===== src/rtl/serial_rx8b_if.sv =====
// rtl/serial_rx8b_if.sv - serial line, byte output and status signals of serial_rx8b
interface serial_rx8b_if;
  logic       s_in;
  logic       bit_en;
  logic       ack;
  logic [7:0] Q;
  logic       valid;
  logic       busy;
  logic       frame_err;
  logic       overrun;

  modport master (
    input  s_in, bit_en, ack,
    output Q, valid, busy, frame_err, overrun
  );

  modport slave (
    output s_in, bit_en, ack,
    input  Q, valid, busy, frame_err, overrun
  );
endinterface


===== src/rtl/serial_rx8b.sv =====
// rtl/serial_rx8b.sv - strobed serial byte receiver (start, 8 data, stop) with valid/ack hold-off
module serial_rx8b #(
  parameter bit MSB_FIRST = 1'b1
) (
  input  logic          clk,
  input  logic          rst_n,
  serial_rx8b_if.master bus
);

  typedef enum logic [1:0] {IDLE, DATA, STOP} state_t;

  state_t     state, state_nxt;
  logic [2:0] cnt, cnt_nxt;
  logic [7:0] shreg, shreg_nxt;
  logic       stop_good, stop_bad;

  always_ff @(posedge clk) begin
    if (!rst_n) begin
      state <= IDLE;
      cnt   <= 3'd0;
      shreg <= 8'h00;
    end else begin
      state <= state_nxt;
      cnt   <= cnt_nxt;
      shreg <= shreg_nxt;
    end
  end

  always_comb begin
    state_nxt = state;
    cnt_nxt   = cnt;
    shreg_nxt = shreg;
    stop_good = 1'b0;
    stop_bad  = 1'b0;
    if (bus.bit_en) begin
      case (state)
        IDLE: begin
          if (!bus.s_in) begin
            state_nxt = DATA;
            cnt_nxt   = 3'd0;
          end
        end
        DATA: begin
          shreg_nxt = MSB_FIRST ? {shreg[6:0], bus.s_in} : {bus.s_in, shreg[7:1]};
          // counter wraps from 7 back to 0 on the eighth data bit
          cnt_nxt = cnt + 3'd1;
          if (cnt == 3'd7) begin
            state_nxt = STOP;
          end
        end
        STOP: begin
          stop_good = bus.s_in;
          stop_bad  = !bus.s_in;
          state_nxt = IDLE;
        end
        default: state_nxt = IDLE;
      endcase
    end
  end

  always_ff @(posedge clk) begin
    if (!rst_n) begin
      bus.Q         <= 8'h00;
      bus.valid     <= 1'b0;
      bus.frame_err <= 1'b0;
      bus.overrun   <= 1'b0;
    end else begin
      bus.frame_err <= stop_bad;
      if (stop_good) begin
        bus.Q       <= shreg;
        bus.valid   <= 1'b1;
        // a simultaneous ack consumes the old byte, so nothing is lost
        bus.overrun <= bus.valid && !bus.ack;
      end else if (bus.ack && bus.valid) begin
        bus.valid   <= 1'b0;
        bus.overrun <= 1'b0;
      end
    end
  end

  assign bus.busy = (state != IDLE);

endmodule


===== src/flat_wrapper.sv =====
// flat-port wrapper written by rule: the top's interface ports become plain ports
module serial_rx8b_flat 
#(
  parameter bit MSB_FIRST = 1'b1
)
  (clk, rst_n, bus_s_in, bus_bit_en, bus_ack, bus_Q, bus_valid, bus_busy, bus_frame_err, bus_overrun);
  serial_rx8b_if bus_i ();
  input  logic clk;
  input  logic rst_n;
  input wire logic [$bits(bus_i.s_in)-1:0] bus_s_in;
  input wire logic [$bits(bus_i.bit_en)-1:0] bus_bit_en;
  input wire logic [$bits(bus_i.ack)-1:0] bus_ack;
  output wire logic [$bits(bus_i.Q)-1:0] bus_Q;
  output wire logic [$bits(bus_i.valid)-1:0] bus_valid;
  output wire logic [$bits(bus_i.busy)-1:0] bus_busy;
  output wire logic [$bits(bus_i.frame_err)-1:0] bus_frame_err;
  output wire logic [$bits(bus_i.overrun)-1:0] bus_overrun;
  assign bus_i.s_in = bus_s_in;
  assign bus_i.bit_en = bus_bit_en;
  assign bus_i.ack = bus_ack;
  assign bus_Q = bus_i.Q;
  assign bus_valid = bus_i.valid;
  assign bus_busy = bus_i.busy;
  assign bus_frame_err = bus_i.frame_err;
  assign bus_overrun = bus_i.overrun;
  serial_rx8b #(.MSB_FIRST(MSB_FIRST)) u_core (.clk(clk), .rst_n(rst_n), .bus(bus_i));
endmodule

===== config.mk =====
export PLATFORM = sky130hd
export DESIGN_NAME = serial_rx8b_flat
export DESIGN_NICKNAME = d
export VERILOG_FILES = /design/src/rtl/serial_rx8b_if.sv /design/src/rtl/serial_rx8b.sv /design/src/flat_wrapper.sv
export SDC_FILE = /design/constraint.sdc
export NUM_CORES = 1
export LEC_CHECK = 0
export BUFFER_PORTS_ARGS = -buffer_cell sky130_fd_sc_hd__buf_2
export CAP_MARGIN = 20
export CORE_ASPECT_RATIO = 0.9
export CORE_MARGIN = 3
export CORE_UTILIZATION = 48
export CTS_CLUSTER_SIZE = 14
export DETAILED_ROUTE_END_ITERATION = 12
export PLACE_DENSITY = 0.72
export SETUP_SLACK_MARGIN = 0.02
export SYNTH_ARGS = -nofsm -noshare
export SYNTH_HDL_FRONTEND = slang
export SYNTH_SLANG_ARGS = --single-unit

===== constraint.sdc =====
create_clock -name clk -period 1 [get_ports clk]
set_input_delay 0.15 -clock clk [delete_from_list [all_inputs] [get_ports clk]]
set_output_delay 0.15 -clock clk [all_outputs]
set_load 0.005 [all_outputs]

Yosys cells after proc, flatten, opt, wreduce, memory -nomap -nowiden
Cells that the tools add are included.
W data, S select, Z words.

word-level totals
  register bits after elaboration = 24
  bits of input ports = 5

cells by class
  multiplexer cells = 10
  reduce and logical (&&, ||, !) cells = 12
  add/subtract/negate cells = 1
  equal/unequal tests = 5

operators with widths
  kind                   count
  $reduce_and A3 Y1      3
  $pmux W3 S2            1
  $reduce_bool A2 Y1     3
  $mux W1                5
  $mux W2                2
  $pmux W2 S2            1
  $add A3 B1 Y3 const B  1
  $eq A3 B3 Y1 const B   1
  $mux W3                1
  $eq A2 B1 Y1 const B   1
  $eq A2 B2 Y1 const B   1
  $logic_and A1 B1 Y1    2
  $logic_not A1 Y1       2
  $logic_not A2 Y1       1
  $ne A2 B1 Y1 const B   1
  $ne A2 B2 Y1 const B   1
  $reduce_and A2 Y1      1

Longest topological paths before layout
  depth in word-level cells = 4
  mapped depth = 5

Worst setup path after synthesis
OpenSTA, ideal clock, no wires.

  kind = reg2reg
  start point = register u_core.state[0]
  end point = register u_core.bus.Q[6]
  required time = 885 ps
  cell stages (with the launch flop) = 6
  slack = -47 ps
  arrival time = 932 ps
  setup time = 115 ps
  cell sequence = dfxtp_1 -> buf_6 -> nand4b_4 -> buf_6 -> nand3_2 -> o21ai_2

on the way
  word-level cells in the longest chain between the ends = 3

RTL lines
  item                    line                  source
  start, declared         serial_rx8b.sv:12     state_t state, state_nxt;
  start signal, assigned  serial_rx8b.sv:23     state <= state_nxt;
  $eq A2 B2 Y1            serial_rx8b.sv:36     case (state)
  $mux W1                 serial_rx8b.sv:36
  $mux W1                 serial_rx8b.sv:35     if (bus.bit_en) begin
  end signal, assigned    serial_rx8b.sv:70     bus.Q <= shreg;
  end, declared           serial_rx8b_if.sv:14  output Q, valid, busy, frame_err, overrun

Every way passes these cells.
A chain may end at the register's enable or synchronous reset.

Final worst setup path
  start point = register u_core.state[1]
  end point = output bus_busy

on the way
  word-level cells in the longest chain between the ends = 1

RTL lines
  item                line                source
  $reduce_bool A2 Y1  serial_rx8b.sv:81   assign bus.busy = (state != IDLE);
  end, declared       flat_wrapper.sv:15  output wire logic [$bits(bus_i.busy)-1:0] bus_busy;

Every way passes these cells.

==> flow_summary.toml <==
[drt]
dr.first_iter.drc_count = 7
wl_met2_um = 1220
drt_pass1_iterations = 4
ant_nets = 0
dr_wl_met3_um = 95
via_per_inst = 5.48
wl_um = 2380
post_drt_wl_per_cell_um = 14.7
drc = 0
wl_met1_um = 994
via_count = 887
highest_layer = "met4"

[synth]
yosysWarnings = 0
syn_nets = 112
synthCells = 105
ys_ff_latch = 24
ys_types = 26
seq_area_frac_synth = 0.463
synthTopCellsByArea = "dfxtp_1 46%, nand3_1 8.7%, o21ai_2 6.7%, nand2_1 4.7%, o21ai_0 4.3%"
synth_top_area_cell = "dfxtp_1"
synth_top_area_frac = 0.463
syn_area_um2 = 1040
syn_avg_cell_area_um2 = 9.89

[clock_tree]
cts_tree = "done"
numCtsBuffers = 3
cts.sinks = 24
ctsHoldBuffers = 0
cts.clk_slew.worst_paths_ps = 130
clock_path_buffers = 2
root_buffer = "clkbuf_4"
insertion_delay_ps = 320
htree_num_levels = 1

[setup_path]
endpoint_kind = "output pin"
cp_max_fo = 2
crit_chain = "buf_6 > or2_4 > buf_6"
critPathLaunch = "u_core.state[1]"
critPathMostFrequentCell = "buf_6"
crit_type = "reg2out"
slowest_stage = "dfxtp_2"
worst_ep_arrival_time_ps = 1120
required_ps = 850
max_stage_delay_ps = 350
critPathLaunchType = "flip-flop"
rr_startpoint = "u_core.state[0]"

[timing]
slew_headroom = 0.806
slew_viol_final = 0
rsz0062_at_grt = "true"
period_needed_ps = 1270
fmax_ghz = 0.788
worst_pin_slew_ps = 292
fin_ws_ps = -269
tns_ps = -3370
min_period_over_period = 1.27
setup_viol = 24
whs_ps = 106
fin_skew_ps = 5.29
finalHoldViolCount = 0

[pwr]
internal_power_w = 0.00146
clockPowerShare = 0.381
powerDensity_nw_per_um2 = 1200
power_frac_comb = 0.100
peakVddDrop_uv = 1250
pwr-share-seq = 0.519
net-switching-power_w = 0.000406
leakagePower_nw = 0.634
p_sw_frac = 0.218

[global_routing]
grt_max_degree = 37
grt_pass1_vias = 849
antenna_found_initial = 0
grtUsageTotal = 0.195
grt_pass1_wl_um = 3830
grt_overflow = 0

[final_layout]
layout-drive-gt1-share = 0.642
final_cell_mix = "14 x buf_2, 13 x nand2_1, 12 x nand3_2, 12 x dfxtp_2, 12 x dfxtp_1"
fin_util = 0.782
fin_cells = 162
syn_to_final_growth_pct = 49.9
filler_cell_count = 126
fin_nets = 145
antenna_cells = 0
layout_commonest_cell = "buf_2"

[placement]
hpwlAfterDp_um = 1260
place.port_buffers = 16
gp_congestion = 0.698
pre_cts_slack_ps = -105
dp_cells = 145

[outcome]
status = "finished, violations left"
failed_checks = "setup timing"

[floorplanning]
core_um2 = 1990
die_w_um = 55.0
die_area_um2 = 2760
rows = 15
start_util = 0.522
die_h_um = 50.1
ios = 17

[worst_hold_path]
hp-start = "bus_ack"
hp-class = "in2reg"

[run]
max_cap_viol_count = 0
==> final cells by class <==
cell class / count / area [um2] / area share
timing repair buffer: 35 / 304 / 0.195
tap: 25 / 31.3 / 0.0201
clock buffer: 3 / 22.5 / 0.0145
clock inverter: 1 / 30.0 / 0.0193
sequential: 24 / 495 / 0.318
multi-input combinational: 74 / 673 / 0.432
==> through the flow <==
| stage | total power, W | area (um2) |
|---|---|---|
| finish | 0.00186 | 1560 |
| global route | 0.00192 | 1560 |
| CTS | 0.00184 | 1450 |
| detailed placement | 0.00110 | 1180 |
| global placement | 0.00110 | 1180 |
| floorplan | 0.00107 | 1060 |
==> cell usage after synthesis <==
cell,instances
dfxtp_1,24
nand3_1,18
nand2_1,13
o21ai_0,9
o21ai_2,8
buf_6,4
nand2b_1,4
nor2b_1,3
buf_4,2
clkbuf_1,2
ha_1,2
mux2i_1,2
a21boi_0,1
a21boi_2,1
a21oi_1,1
buf_2,1
nand3_2,1
nand3b_4,1
nand4b_1,1
nand4b_4,1
nor3_1,1
nor3b_4,1
nor4b_1,1
o2111a_1,1
o22ai_1,1
or2_2,1
==> routing by layer <==
metal,global-route usage,vias up
met2,0.313,17
met3,0.0665,6
met4,0.0891,0
met5,0,-
met1,0.226,423
li1,-,441
==> power groups by stage <==
stage	Clock [W]	Combinational [W]	Sequential [W]
after detailed placement	0	0.000114	0.000989
after global placement	0	0.000113	0.000989
after floorplan	0	0.0000862	0.000986
final	0.000710	0.000187	0.000968
after global routing	0.000753	0.000200	0.000969
after CTS	0.000712	0.000164	0.000968
==> cells by family (layout without fill, tap and decap cells) <==
group,Yosys count,count (layout),share of synthesized area
adders and majority gates,2,2,0.0241
AOI/OAI and AO/OA,22,22,0.151
and+or+nand+nor,46,48,0.274
buffers and inverters,9,39,0.0699
muxes,2,2,0.0193
DFF,24,24,0.463
==> sequential cells by signal, summed over array words and instances, names as in the netlist <==
register	cells
u_core.shreg	8
u_core.bus.frame_err	1
u_core.bus.Q	8
u_core.state	2
u_core.bus.valid	1
u_core.bus.overrun	1
u_core.cnt	3
==> worst paths after layout <==
kind                        end  slack, ps  cells past startpoint
min          u_core.bus.overrun        110                      3
max reg2reg     u_core.bus.Q[5]       -240                      6
min reg2reg     u_core.bus.Q[0]        470                      2
max                    bus_busy       -270                      3
==> timing repair <==
item | CTS | global route
endpoints found under the setup margin | 22 | 32
pin swaps | 20 | 5
gates cloned | 3 | 0
buffers inserted | 5 | 6
resized for setup | 37 | 23
==> critical path: cells and delay by family (launching register included) <==
family                 cells  cell delay, ps
buffers and inverters      2             220
DFF                        1             350
and+or+nand+nor            1             240
Note: power is estimated with default switching activity, not from simulation.
